**config.mk**
```make
export PLATFORM = sky130hd
export DESIGN_NAME = counter_bank
export DESIGN_NICKNAME = d
export VERILOG_FILES = /design/src/rtl/counter_bank_pkg.sv /design/src/rtl/counter_channel.sv /design/src/rtl/counter_bank.sv
export SDC_FILE = /design/constraint.sdc
export NUM_CORES = 1
export LEC_CHECK = 0
export CAP_MARGIN = 15
export CELL_PAD_IN_SITES_DETAIL_PLACEMENT = 0
export CELL_PAD_IN_SITES_GLOBAL_PLACEMENT = 1
export CORE_MARGIN = 1
export CORE_UTILIZATION = 30
export CTS_CLUSTER_SIZE = 28
export DETAILED_ROUTE_END_ITERATION = 8
export DONT_BUFFER_PORTS = 1
export MAX_ROUTING_LAYER = met4
export PLACE_DENSITY_LB_ADDON = 0.1
export SLEW_MARGIN = 10
export SYNTH_ARGS = -nofsm -noshare
export SYNTH_HDL_FRONTEND = slang
export SYNTH_SLANG_ARGS = --single-unit
```
**constraint.sdc**
```tcl
create_clock -name clk -period 3.69 [get_ports clk]
set_input_delay 0.5535 -clock clk [delete_from_list [all_inputs] [get_ports clk]]
set_output_delay 0.5535 -clock clk [all_outputs]
set_load 0.02 [all_outputs]
```
**src/rtl/counter_bank_pkg.sv**
```systemverilog
// rtl/counter_bank_pkg.sv - shared types and next-count helper for the counter bank
package counter_bank_pkg;

  // Widest channel the shared helper can evaluate; channels zero-extend into it.
  localparam int unsigned CNT_MAX_W = 32;
  localparam logic [CNT_MAX_W-1:0] CNT_ONE = CNT_MAX_W'(1);

  typedef enum logic {
    CNT_WRAP = 1'b0,
    CNT_SAT  = 1'b1
  } cnt_mode_e;

  typedef struct packed {
    logic [CNT_MAX_W-1:0] value;
    logic                 term;
  } cnt_next_t;

  // Value a channel moves to when it steps, plus whether it sits at terminal.
  // Up counts treat anything at or above the limit as terminal so a lowered
  // limit never lets the counter run away.
  function automatic cnt_next_t next_count(input logic [CNT_MAX_W-1:0] count,
                                           input logic [CNT_MAX_W-1:0] limit,
                                           input logic                 up,
                                           input cnt_mode_e            mode);
    cnt_next_t r;
    r.term = up ? (count >= limit) : (count == '0);
    if (r.term) begin
      if (mode == CNT_SAT) begin
        r.value = count;
      end else begin
        r.value = up ? '0 : limit;
      end
    end else begin
      r.value = up ? (count + CNT_ONE) : (count - CNT_ONE);
    end
    return r;
  endfunction

endpackage

```
**src/rtl/counter_channel.sv**
```systemverilog
// rtl/counter_channel.sv - one counter channel with load, limit, wrap/saturate and tc
module counter_channel
  import counter_bank_pkg::*;
#(
  parameter int unsigned WIDTH = 8
) (
  input  logic             clk,
  input  logic             rst_n,
  input  logic             clr_i,
  input  logic             step_i,
  input  logic             load_i,
  input  logic [WIDTH-1:0] load_val_i,
  input  logic [WIDTH-1:0] limit_i,
  input  logic             up_dn_i,
  input  cnt_mode_e        mode_i,
  output logic [WIDTH-1:0] count_o,
  output logic             term_evt_o,
  output logic             tc_o
);

  logic [WIDTH-1:0]     count_q, count_d;
  logic                 tc_q, tc_d;
  logic [CNT_MAX_W-1:0] count_ext, limit_ext;
  cnt_next_t            nxt;

  // Widen count and limit so the shared helper can evaluate them.
  always_comb begin
    count_ext = '0;
    limit_ext = '0;
    count_ext[WIDTH-1:0] = count_q;
    limit_ext[WIDTH-1:0] = limit_i;
  end

  assign nxt = next_count(count_ext, limit_ext, up_dn_i, mode_i);

  // A terminal event needs a real step that is not overridden by load or clear.
  assign term_evt_o = step_i & nxt.term & ~load_i & ~clr_i;

  if (WIDTH < CNT_MAX_W) begin : g_unused
    logic unused_hi;
    assign unused_hi = ^nxt.value[CNT_MAX_W-1:WIDTH];
  end

  // Next-state priority: clear, load, step, hold.
  always_comb begin
    count_d = count_q;
    tc_d    = term_evt_o;
    if (clr_i) begin
      count_d = '0;
    end else if (load_i) begin
      count_d = load_val_i;
    end else if (step_i) begin
      count_d = nxt.value[WIDTH-1:0];
    end
  end

  // Count and terminal-count pulse registers.
  always_ff @(posedge clk or negedge rst_n) begin
    if (!rst_n) begin
      count_q <= '0;
      tc_q    <= 1'b0;
    end else begin
      count_q <= count_d;
      tc_q    <= tc_d;
    end
  end

  assign count_o = count_q;
  assign tc_o    = tc_q;

endmodule

```
**src/rtl/counter_bank.sv**
```systemverilog
// rtl/counter_bank.sv - multi-channel counter bank with shared prescaler and cascading
module counter_bank
  import counter_bank_pkg::*;
#(
  parameter int unsigned NUM_CH  = 4,
  parameter int unsigned WIDTH   = 8,
  parameter int unsigned PRESC_W = 4
) (
  input  logic                    clk,
  input  logic                    rst_n,
  input  logic                    clr,
  input  logic [PRESC_W-1:0]      presc_div,
  input  logic [NUM_CH-1:0]       en,
  input  logic [NUM_CH-1:0]       up_dn,
  input  logic [NUM_CH-1:0]       mode,
  input  logic [NUM_CH-1:0]       cascade,
  input  logic [NUM_CH-1:0]       load,
  input  logic [NUM_CH*WIDTH-1:0] load_val,
  input  logic [NUM_CH*WIDTH-1:0] limit,
  output logic [NUM_CH*WIDTH-1:0] count,
  output logic [NUM_CH-1:0]       tc
);

  logic [PRESC_W-1:0] pc_q, pc_d;
  logic               tick;
  logic               unused_cascade0;

  // Channel 0 has no predecessor, so its cascade bit has no meaning.
  assign unused_cascade0 = cascade[0];

  // Compare with >= so lowering presc_div mid-count cannot strand the divider.
  assign tick = (pc_q >= presc_div);

  // Prescaler next state: restart on tick or clear, otherwise advance.
  always_comb begin
    pc_d = pc_q + PRESC_W'(1);
    if (clr || tick) begin
      pc_d = '0;
    end
  end

  // Prescaler phase register.
  always_ff @(posedge clk or negedge rst_n) begin
    if (!rst_n) begin
      pc_q <= '0;
    end else begin
      pc_q <= pc_d;
    end
  end

  for (genvar i = 0; i < NUM_CH; i++) begin : g_ch
    logic step;
    logic term_evt;

    // Step source: prescaler tick, or the previous channel's terminal event
    // in the same cycle so wide cascaded counters ripple with no latency.
    if (i == 0) begin : g_src
      assign step = en[i] & tick;
    end else begin : g_src
      assign step = en[i] & (cascade[i] ? g_ch[i-1].term_evt : tick);
    end

    counter_channel #(
      .WIDTH (WIDTH)
    ) u_channel (
      .clk        (clk),
      .rst_n      (rst_n),
      .clr_i      (clr),
      .step_i     (step),
      .load_i     (load[i]),
      .load_val_i (load_val[i*WIDTH +: WIDTH]),
      .limit_i    (limit[i*WIDTH +: WIDTH]),
      .up_dn_i    (up_dn[i]),
      .mode_i     (cnt_mode_e'(mode[i])),
      .count_o    (count[i*WIDTH +: WIDTH]),
      .term_evt_o (term_evt),
      .tc_o       (tc[i])
    );
  end

endmodule

```
Yosys cells after proc, flatten, opt, wreduce, memory -nomap -nowiden:

Index checks and enable logic that the tools add are counted.
Widths: inputs -> output; s select.

* RAM bits: 0
* bits in latches: 0
* memories kept: 0
* input port bits: 91
* output and inout port bits: 36
* register bits: 40
* bits in read-only memories: 0

* shift operators: 0
* reductions and logical operators: 13
* muxes and demuxes: 36
* multiply operators: 0
* bitwise operators: 21
* order comparisons: 5
* $add $sub $neg: 9
* divide/modulo/power cells: 0
* eq/ne operators: 4

Operators by type and width (count)
* $mux 8: 28
* $logic_not 32->1: 4
* $add 8x1->8 const B: 4
* $ge 8x8->1: 4
* $sub 8x1->8 const B: 4
* $and 1x1->1: 16
* $ne 4x4->1 const B: 4
* $reduce_bool 3->1: 4
* $reduce_and 2->1: 4
* $mux 1: 7
* $not 1->1: 5
* $add 4x1->4 const B: 1
* $ge 4x4->1: 1
* $mux 4: 1
* $logic_or 1x1->1: 1

Depth between registers and ports, before layout:

Gate-level depths: netlist (run 1).

* depth after elaboration: 20
* mapped depth: 12
* mapped depth without buffers: 10

Hierarchy:

Synthesis (run 1) repeated with hierarchy kept, for this count alone.

* cells, all modules: 574
* area, all modules: 5003.5 um2

Modules (own cells, without submodules)
* counter_channel (g_ch[1].u_channel ...): seq. area each 225.2 um2, cells each 137, area each 1196.1 um2, instances 2
* counter_channel (g_ch[0].u_channel): seq. area each 225.2 um2, cells each 132, area each 1149.9 um2, instances 1
* counter_channel (g_ch[3].u_channel): seq. area each 225.2 um2, cells each 137, area each 1144.8 um2, instances 1
* counter_bank: seq. area each 100.1 um2, cells each 31, area each 316.6 um2, instances 1

Least setup slack after synthesis (run 1):

Ideal clock, no wire load.

* path type: input -> register
* start point: input up_dn[0]
* end point: register g_ch[0].u_channel.count_q[7]
* path buffers: 0
* arrival time: 2.780 ns
* stages: 9
* path slack: 0.832 ns
* path through: clkinv_1 > ha_1 > o21a_1 > a2111oi_0 > nor3_1 > xnor2_1 > or4_1 > a31o_2 > a21oi_1

* word-level cells in the longest chain between the ends: 6

RTL lines
* start: declaration: line counter_bank.sv:14 `input logic [NUM_CH-1:0] up_dn,`
* $mux 8: line counter_bank_pkg.sv:31 `r.value = up ? '0 : limit;`
* $mux 8: line counter_bank_pkg.sv:28 `if (mode == CNT_SAT) begin`
* $mux 8: line counter_bank_pkg.sv:27 `if (r.term) begin`
* $mux 8: line counter_channel.sv:52 `end else if (step_i) begin`
* $mux 8: line counter_channel.sv:50 `end else if (load_i) begin`
* $mux 8: line counter_channel.sv:48 `if (clr_i) begin`
* end signal: assignment: line counter_channel.sv:63 `count_q <= count_d;`
* end: declaration: line counter_channel.sv:21 `logic [WIDTH-1:0] count_q, count_d;`

Several ways; a longest one is shown, not always the timed one. The select of a mux whose other input is x is not followed.
A chain may end at the register's enable or synchronous reset.

Final worst setup path (run 1):

* start point: register g_ch[0].u_channel.count_q[7]
* end point: register g_ch[2].u_channel.count_q[0]

* word-level cells in the longest chain between the ends: 14

RTL lines
* $ge 8x8->1 / $logic_not 32->1 (equally long branches): line counter_bank_pkg.sv:26 `r.term = up ? (count >= limit) : (count == '0);`
* $mux 1 (*): line counter_bank_pkg.sv:26
* $and 1x1->1 (*) (3 in series): line counter_channel.sv:37 `assign term_evt_o = step_i & nxt.term & ~load_i & ~clr_i;`
* $mux 1 (*): line counter_bank.sv:60 `assign step = en[i] & (cascade[i] ? g_ch[i-1].term_evt : tick);`
* $and 1x1->1 (*): line counter_bank.sv:60
* $and 1x1->1 (*) (3 in series): line counter_channel.sv:37
* $mux 1 (*): line counter_bank.sv:60
* $and 1x1->1 (*): line counter_bank.sv:60
* $reduce_bool 3->1 (no line) (*)
* $reduce_and 2->1 (no line) (*)
* end signal: assignment: line counter_channel.sv:63
* end: declaration: line counter_channel.sv:21

Every way passes the cells marked *; elsewhere a longest branch is shown, timed or not.

==> results.ini, run 1 <==
[run_status]
status=finished with violations
violations=design-rule violations

[global_route]
gr-total-overflow=0
grt_pass1_wl_mm=22.86
grt_use_met3_pct=4.835
antenna_found_initial=2
grt_max_degree=41
grtUsageTotal_pct=18.98
grt_util_met1_pct=22.48
first_global_vias=4271
grt_use_met2_pct=32.80
grt.busiest_layer=met2

[setup_path]
criticalPathCategory=flip-flop to flip-flop
cp_max_fo=6
crit_required_ns=3.87
critPathArrivalTime_ns=3.26
cp-start-kind=flip-flop
reg2reg_slack_ns=0.60
endpoint_kind=flip-flop

[cells_and_area]
fin_nets=707
drive_gt1_share_pct=7.246
fin_util_pct=33.61
syn2layout_area_growth_pct=8.432

[synthesis]
synth_seq_cells=40
synthFlopType=dfrtp_1
synth.most_common_cell=inv_1
syn-mean-instance-area_sq_um=8.238
synth_top_cells_by_count=inv_1 (62), ha_1 (61), dfrtp_1 (40)
yosysWarningCount=0
synth_cells=553
synth.distinct_cells=63
ys_top_cells_by_area=dfrtp_1 (22%), ha_1 (17%), inv_1 (5.1%)
yosysTopAreaCell=dfrtp_1
netlist.area_leader.share_pct=21.97
synthArstFlopShare_pct=100.0
syn-num-nets=709
yosysSeqAreaShare_pct=21.97
synth_edf_count=0
netlist_area_sq_mm=0.004556

[clocking]
numCtsBuffers=5
cts_resized=0
htreeDepth=2
cts_tree=yes
cts-root-buf=clkbuf_16
cts_sinks=40
cts.path.max_buffers=2
ctsHoldBuffers=1
clk_latency_ns=0.29
post_cts.repair.setup_buffers=0
clkTransAtPathRegs_ns=0.07

[floorplan]
placementRows=44
die_w_microns=125.2
core_area_sq_mm=0.01470
start_util_pct=30.99
die-height_microns=125.2
ios=127
die-area_sq_mm=0.01568

[drt]
first_pass_iters=6
drc=14
drt-total-wl_mm=13.89
viasPerCell=5.507
route.vias.total=4064
wl_per_cell_microns=18.82
first_iter_violations=173
antenna_left=0

[timing]
drv_slew=0
hold_violations=0
layout_min_cycle_time_ns=3.086
final-setup-viol-count=0
rsz0062_at_grt=no
timing.slew.headroom_pct=55.37
worst_pin_slew_ns=0.6625
fin_setup_tns_ns=0
fmax_mhz=324.1
period_share_pct=83.63
skew_ns=0.007681

[place]
place.port_buffers=0
routabilityCongestion=0.8023
dp_hpwl_mm=10.93

[power]
powerDensity_mw_per_mm2=381.1
ir_worst_vdd_uv=156.7
leakagePower_nw=2.271

[job]
drv_cap=0

[min_path]
hold_class=primary input to asynchronous set/reset pin

## metrics by stage
step | hold WS (ns) | instances | setup slack (ns) | instance area [sq um] | total power [W]
floorplan | 0.2579 | 553 | 0.8324 | 4556 | 0.001240
global placement | 0.2590 | 727 | 0.6074 | 4758 | 0.001413
detailed placement | 0.2589 | 727 | 0.5656 | 4758 | 0.001424
CTS | 0.1093 | 736 | 0.6055 | 4935 | 0.001906
global route | 0.09973 | 738 | 0.3989 | 4940 | 0.002034
finish | 0.08757 | 738 | 0.6042 | 4940 | 0.001883
## worst max-delay path: stages, from the launching register on
cell and delay, ns:
dfrtp_1 0.57, ha_1 0.33, nand3_1 0.13, nor2_1 0.07
a2111oi_2 0.38, a21oi_1 0.14, a41o_1 0.28, a41oi_2 0.36
o21a_1 0.33, mux2_2 0.37
## cell type report
class	count	area [sq um]
fill	1616	9759
multi-input combinational	429	3212
sequential	40	1001
inverter	64	240.2
tap	184	230.2
clock buffer	6	138.9
timing repair buffer	11	102.6
clock inverter	2	10.01
antenna	2	5.005
## layer usage
metal	up-vias	wire length (microns)
met5	-	0
met2	100	6696
li1	2027	-
met4	0	87
met3	7	815
met1	1930	6291
## registers in the layout (all words and copies together) (netlist names)
name,flops
g_ch.u_channel.count_o,32
g_ch.u_channel.tc_o,4
pc_q,4
## logic make-up (layout without fill, tap and decap cells)
logic type	after synthesis	in the layout	synth area share (%)
compound gates	152	152	23.89
xor+xnor	21	21	4.037
fa+ha+maj	65	65	18.51
buf+inv	84	83	7.525
flops	40	40	21.97
mux	20	20	4.916
other cells	0	2	0
simple gates	171	171	19.14
## power by group
| group | internal (W) | leakage [nW] | switching (W) |
|---|---|---|---|
| clock | 0.000267 | 0.0766 | 0.000192 |
| combinational | 0.000355 | 1.67 | 0.000425 |
| sequential | 0.000489 | 0.521 | 0.000154 |
| total | 0.00111 | 2.27 | 0.000771 |
## placed cells by master, fill, tap and decap left out, drive strengths merged, types with 4 or more instances in the layout
cell type	instances
fa	4
nor2	33
a211oi	9
dfrtp	40
o211ai	17
mux2i	13
xnor2	14
nor3	33
mux2	7
nand2	36
nor4	9
o21a	8
a311o	4
clkinv	4
a21o	4
nand3	16
clkbuf	6
o31ai	9
and3	8
xor2	7
nor2b	12
nand2b	14
o311ai	6
buf	11
inv	62
a31oi	6
a21oi	29
ha	61
o21ai	31
## path summary, 6_finish.rpt
kind | startpoint | to | cells after the start
max | g_ch[0].u_channel.count_o[7] | g_ch[2].u_channel.count_o[0] | 9
min in group clk | clr | pc_q[1] | 1
max reg2reg | g_ch[0].u_channel.count_o[7] | g_ch[2].u_channel.count_o[0] | 9
max in group asynchronous | rst_n | g_ch[3].u_channel.count_o[0] | 1
min | rst_n | g_ch[0].u_channel.count_o[4] | 1
min reg2reg | pc_q[0] | pc_q[0] | 1
(Power assumes the default switching activity.)
==> inputs of run 2 (changes only) <==
Clock period 3.69 ns to 2.55 ns, I/O delays scaled along.
==> run 2 against run 1 <==
  * The flow still finishes with violations (design-rule violations)
  * Non-clock buffer count increased by 99
  * Global-route usage increased by 0.97 points
  * Combinational power increased by 120%
  * Cell area increased by 22%
  * Total power increased by 67%
  * Fmax increased by 23%
  * Critical endpoint is now g_ch[3].u_channel.count_o[2]
==> results.ini, run 2 (synthesized netlist as in run 1, its figures left out) <==
[drt]
route.vias.total=4468  ; was 4064
first_pass_iters=6  ; unchanged
viasPerCell=5.351  ; was 5.507
drc=14  ; unchanged
first_iter_violations=193  ; was 173
drt-total-wl_mm=15.01  ; was 13.89 mm
wl_per_cell_microns=17.97  ; was 18.82 microns
antenna_left=0  ; unchanged

[timing]
final.hold.worst_slack_ns=0.1630  ; was 0.08757 ns
rsz0062_at_grt=yes  ; was no
hold_violations=0  ; unchanged
timing.slew.headroom_pct=66.85  ; was 55.37%
drv_slew=0  ; unchanged
period_share_pct=98.62  ; was 83.63%
layout_min_cycle_time_ns=2.515  ; was 3.086 ns
skew_ns=0.008299  ; was 0.007681 ns
worst_pin_slew_ns=0.4954  ; was 0.6625 ns
fmax_mhz=397.6  ; was 324.1 MHz
final-setup-viol-count=0  ; unchanged

[power]
powerDensity_mw_per_mm2=521.7  ; was 381.1 mW/mm^2
total_power_w=0.003138  ; was 0.001883 W
ir_worst_vdd_uv=204.3  ; was 156.7 uV
leakagePower_nw=2.793  ; was 2.271 nW

[place]
place.port_buffers=0  ; unchanged
place_area_sq_mm=0.005474  ; was 0.004758 sq mm
routabilityCongestion=0.8048  ; was 0.8023
dp_hpwl_mm=11.95  ; was 10.93 mm
dp.cells=813  ; was 727

[clocking]
cts_sinks=40  ; unchanged
cts-root-buf=clkbuf_16  ; unchanged
clkTransAtPathRegs_ns=0.07  ; about the same
clk_latency_ns=0.29  ; about the same
htreeDepth=2  ; unchanged
cts_tree=yes  ; unchanged
numCtsBuffers=5  ; unchanged
cts.path.max_buffers=2  ; unchanged

[setup_path]
crit_end=g_ch[3].u_channel.count_o[2]  ; was g_ch[2].u_channel.count_o[0]
crit_required_ns=2.72  ; was 3.87 ns
r2r_start=g_ch[0].u_channel.count_o[6]  ; was g_ch[0].u_channel.count_o[7]
crit_start=g_ch[0].u_channel.count_o[6]  ; was g_ch[0].u_channel.count_o[7]
criticalPathCategory=flip-flop to flip-flop  ; unchanged
r2r_end=g_ch[3].u_channel.count_o[2]  ; was g_ch[2].u_channel.count_o[0]
reg2reg_slack_ns=0.04  ; was 0.60 ns
cp-start-kind=flip-flop  ; unchanged
cp_max_fo=6  ; unchanged
rr_worst_depth=10  ; was 9
critPathArrivalTime_ns=2.68  ; was 3.26 ns
endpoint_kind=flip-flop  ; unchanged

[floorplan]
die-area_sq_mm=0.01568  ; unchanged
die-height_microns=125.2  ; unchanged
ios=127  ; unchanged
start_util_pct=30.99  ; unchanged
die_w_microns=125.2  ; unchanged
placementRows=44  ; unchanged
core_area_sq_mm=0.01470  ; unchanged

[global_route]
grtUsageTotal_pct=19.95  ; was 18.98%
first_global_vias=4638  ; was 4271
grt_max_degree=41  ; unchanged
gr-total-overflow=0  ; unchanged
grt_pass1_wl_mm=24.10  ; was 22.86 mm
antenna_found_initial=0  ; was 2

[run_status]
status=finished with violations  ; unchanged
violations=design-rule violations  ; unchanged

[cells_and_area]
largest_reg_flops=32  ; unchanged
fillers=1500  ; was 1616
fin_cells=835  ; was 738
final_area_sq_mm=0.006016  ; was 0.004940 sq mm
multi_input_area_sq_mm=0.003507  ; was 0.003212 sq mm
layout.cells.most_common_list=buf_4 (100), inv_1 (58), ha_1 (52)  ; was inv_1 (62), ha_1 (61), dfrtp_1 (40)
fin_util_pct=40.93  ; was 33.61%
drive_gt1_share_pct=27.50  ; was 7.246%
area.sequential_sq_mm=0.001012  ; was 0.001001 sq mm
layout_commonest_cell=buf_4  ; was inv_1
n_antenna_cell=0  ; was 2
syn2layout_area_growth_pct=32.05  ; was 8.432%
fin_nets=806  ; was 707

[job]
drv_cap=0  ; unchanged

[min_path]
hold_class=primary input to flip-flop  ; was primary input to asynchronous set/reset pin

run 2: area by class of cell:
cell class                      instances  share of cell area (%)
Multi-Input combinational cell        429                   58.30
Sequential cell                        40                   16.83
Clock inverter                          1                 0.08319
Inverter                               64                   4.014
Tap cell                              184                   3.827
Timing Repair Buffer                  110                   14.75
Clock buffer                            7                   2.205
run 2: repair_timing:
| item | in CTS | in global routing |
|---|---|---|
| endpoints found under the hold margin | 40 | 0 |
| hold buffers | 2 | 0 |
| gates cloned | 0 | 0 |
| resized for setup | 6 | 44 |
| setup buffers | 2 | 10 |
| setup endpoints to repair | 15 | 33 |
| pin swaps | 2 | 16 |
run 2: through the flow:
stage                     setup TNS (ns)  worst slack (ns)
after CTS                              0          0.004333
final                                  0           0.03515
after detailed placement          -1.336           -0.1242
after global placement            -1.003          -0.08875
after floorplan                        0           0.01956
after global routing             -0.4299          -0.07023
run 2: worst min-delay path by stage:
stage	start	endpoint	slack [ns]	depth (start not counted)
after floorplan	rst_n	g_ch[0].u_channel.count_o[0]	0.09	0
after global placement	rst_n	g_ch[0].u_channel.count_o[6]	0.09	0
after detailed placement	rst_n	g_ch[0].u_channel.count_o[6]	0.09	0
after CTS	clr	pc_q[1]	0.15	1
after global routing	clr	pc_q[0]	0.16	1
final	clr	pc_q[1]	0.16	1
run 2: per-layer routing:
layer  share of wire (%)  vias to the layer above  track usage [%]
met4                0.77                        0            3.443
li1                    -                     2224                -
met3                 4.8                        7            3.509
met2                  49                      101            34.54
met5                   0                        -                -
met1                  45                     2136            24.45
run 2: worst max-delay path, cell delays in order, from the launching register on:
cell       delay, ns
dfrtp_2         0.43
ha_4            0.23
a21o_1          0.19
a2111oi_4       0.36
buf_4           0.19
a211oi_4        0.06
o211ai_1        0.20
nand2_2         0.11
a21oi_4         0.19
buf_12          0.15
mux2_4          0.30
run 2: where the power goes:
part	total [W]	leakage (nW)	internal [W]	switching [W]
clock	0.000638	0.0679	0.000363	0.000275
combinational	0.00171	2.22	0.000825	0.000889
sequential	0.000786	0.510	0.000714	0.0000719
total	0.00314	2.79	0.00190	0.00124
==> inputs of run 3 (changes only) <==
Settings changed: CTS_BUF_LIST from default to sky130_fd_sc_hd__clkbuf_8 sky130_fd_sc_hd__clkbuf_16.
==> run 3 against run 2 <==
  * The flow still finishes with violations (design-rule violations)
  * Total power fell by 0.28%
  * Fmax barely moved
  * Critical path type unchanged
  * Wire length barely moved
  * Highest routed layer unchanged
  * Non-clock buffer count did not move
==> results.ini, run 3 (synthesized netlist as in run 1, its figures left out) <==
[run_status]
status=finished with violations  ; unchanged
violations=design-rule violations  ; unchanged

[place]
place.port_buffers=0  ; unchanged
dp_hpwl_mm=11.95  ; unchanged
routabilityCongestion=0.8048  ; unchanged

[clocking]
cts.path.max_buffers=2  ; unchanged
cts-root-buf=clkbuf_16  ; unchanged
numCtsBuffers=5  ; unchanged
cts_tree=yes  ; unchanged
clkTransAtPathRegs_ns=0.07  ; about the same
cts_sinks=40  ; unchanged
clk_latency_ns=0.29  ; about the same
htreeDepth=2  ; unchanged

[global_route]
grtUsageTotal_pct=19.95  ; unchanged
gr-total-overflow=0  ; unchanged
antenna_found_initial=0  ; unchanged
first_global_vias=4638  ; unchanged
grt_max_degree=41  ; unchanged
grt_pass1_wl_mm=24.10  ; unchanged

[cells_and_area]
syn2layout_area_growth_pct=32.05  ; unchanged
multi_input_area_sq_mm=0.003507  ; unchanged
layout_commonest_cell=buf_4  ; unchanged
fin_nets=806  ; unchanged
drive_gt1_share_pct=27.50  ; unchanged
fillers=1500  ; unchanged
n_antenna_cell=0  ; unchanged
largest_reg_flops=32  ; unchanged
layout.cells.most_common_list=buf_4 (100), inv_1 (60), ha_1 (52)  ; was buf_4 (100), inv_1 (58), ha_1 (52)
area.sequential_sq_mm=0.001012  ; unchanged

[min_path]
hold_class=primary input to flip-flop  ; unchanged

[floorplan]
die_w_microns=125.2  ; unchanged
placementRows=44  ; unchanged
die-area_sq_mm=0.01568  ; unchanged
core_area_sq_mm=0.01470  ; unchanged
ios=127  ; unchanged
start_util_pct=30.99  ; unchanged
die-height_microns=125.2  ; unchanged

[drt]
route.vias.total=4468  ; unchanged
first_pass_iters=6  ; unchanged
viasPerCell=5.351  ; unchanged
wl_per_cell_microns=17.98  ; was 17.97 microns
first_iter_violations=196  ; was 193
drt-total-wl_mm=15.01  ; about the same
antenna_left=0  ; unchanged
drc=14  ; unchanged

[timing]
hold_violations=0  ; unchanged
rsz0062_at_grt=yes  ; unchanged
skew_ns=0.008287  ; was 0.008299 ns
fmax_mhz=397.4  ; was 397.6 MHz
final-setup-viol-count=0  ; unchanged
period_share_pct=98.68  ; was 98.62%
worst_pin_slew_ns=0.4954  ; about the same
layout_min_cycle_time_ns=2.516  ; was 2.515 ns
fin_setup_tns_ns=0  ; unchanged
final.hold.worst_slack_ns=0.1639  ; was 0.1630 ns
drv_slew=0  ; unchanged
timing.slew.headroom_pct=66.85  ; about the same

[power]
powerDensity_mw_per_mm2=520.2  ; was 521.7 mW/mm^2
ir_worst_vdd_uv=205.2  ; was 204.3 uV
leakagePower_nw=2.802  ; was 2.793 nW

[setup_path]
criticalPathCategory=flip-flop to flip-flop  ; unchanged
crit_required_ns=2.72  ; about the same
cp_max_fo=6  ; unchanged
endpoint_kind=flip-flop  ; unchanged
cp-start-kind=flip-flop  ; unchanged
critPathArrivalTime_ns=2.69  ; was 2.68 ns

[job]
drv_cap=0  ; unchanged

[run 3: changes by cell type in the layout (fill, tap and decap cells not counted)]
cell	delta
inv_1	+2
clkbuf_1	-2
[run 3: per-stage QoR]
step / std cells / cell area, sq um / power (W) / utilization, % / worst slack, ns
4_1_cts: 825 / 5688 / 0.003014 / 38.70 / 0.004311
2_1_floorplan: 553 / 4613 / 0.001814 / - / 0.01956
6_report: 835 / 6016 / 0.003130 / 40.93 / 0.03366
3_5_place_dp: 813 / 5474 / 0.002336 / 37.24 / -0.1242
5_1_grt: 835 / 6016 / 0.003373 / 40.93 / -0.07026
3_3_place_gp: 813 / 5474 / 0.002310 / 37.24 / -0.08875
[run 3: where the power goes]
group	internal [W]	switching (W)	leakage [nW]	total, W
logic	0.000825	0.000888	2.22	0.00171
clock network	0.000355	0.000276	0.0762	0.000630
registers	0.000714	0.0000718	0.510	0.000786
total	0.00189	0.00124	2.80	0.00313
[run 3: final timing paths]
path / startpoint / endpoint / slack [ns] / cells after the start
max: g_ch[0].u_channel.count_o[6] / g_ch[3].u_channel.count_o[2] / 0.03 / 10
min: clr / pc_q[1] / 0.16 / 1
max reg2reg: g_ch[0].u_channel.count_o[6] / g_ch[3].u_channel.count_o[2] / 0.03 / 10
min reg2reg: pc_q[0] / pc_q[0] / 0.54 / 2
max in group asynchronous: rst_n / g_ch[1].u_channel.count_o[0] / 1.73 / 2
min in group asynchronous: rst_n / g_ch[0].u_channel.count_o[6] / 0.58 / 2
[run 3: worst max-delay path, cell delays in order (launching register included)]
cell and delay, ns:
dfrtp_2 0.43, ha_4 0.23, a21o_1 0.19, a2111oi_4 0.36, buf_4 0.19, a211oi_4 0.06
o211ai_1 0.20, nand2_2 0.11, a21oi_4 0.19, buf_12 0.15, mux2_4 0.30
[run 3: routing by layer]
| layer | wire length [microns] | part of all wire [%] | global-route usage (%) |
|---|---|---|---|
| met1 | 6753 | 45 | 24.45 |
| met2 | 7356 | 49 | 34.54 |
| met3 | 783 | 5.2 | 3.509 |
| met4 | 116 | 0.77 | 3.443 |
| met5 | 0 | 0 | - |
[run 3: repair_timing]
item	4_1_cts	5_1_grt
hold endpoints to repair	40	0
resized for setup	6	44
hold buffers	2	0
setup buffers	2	10
pin swaps	2	16
endpoints found under the setup margin	15	33
[run 3: layout make-up]
type,count,share of cell area (%)
repair buffers,110,14.75
clock buffers,5,2.080
inverters,64,4.014
clock inverters,3,0.2080
well taps,184,3.827
multi-input cells,429,58.30
flip-flops and latches,40,16.83
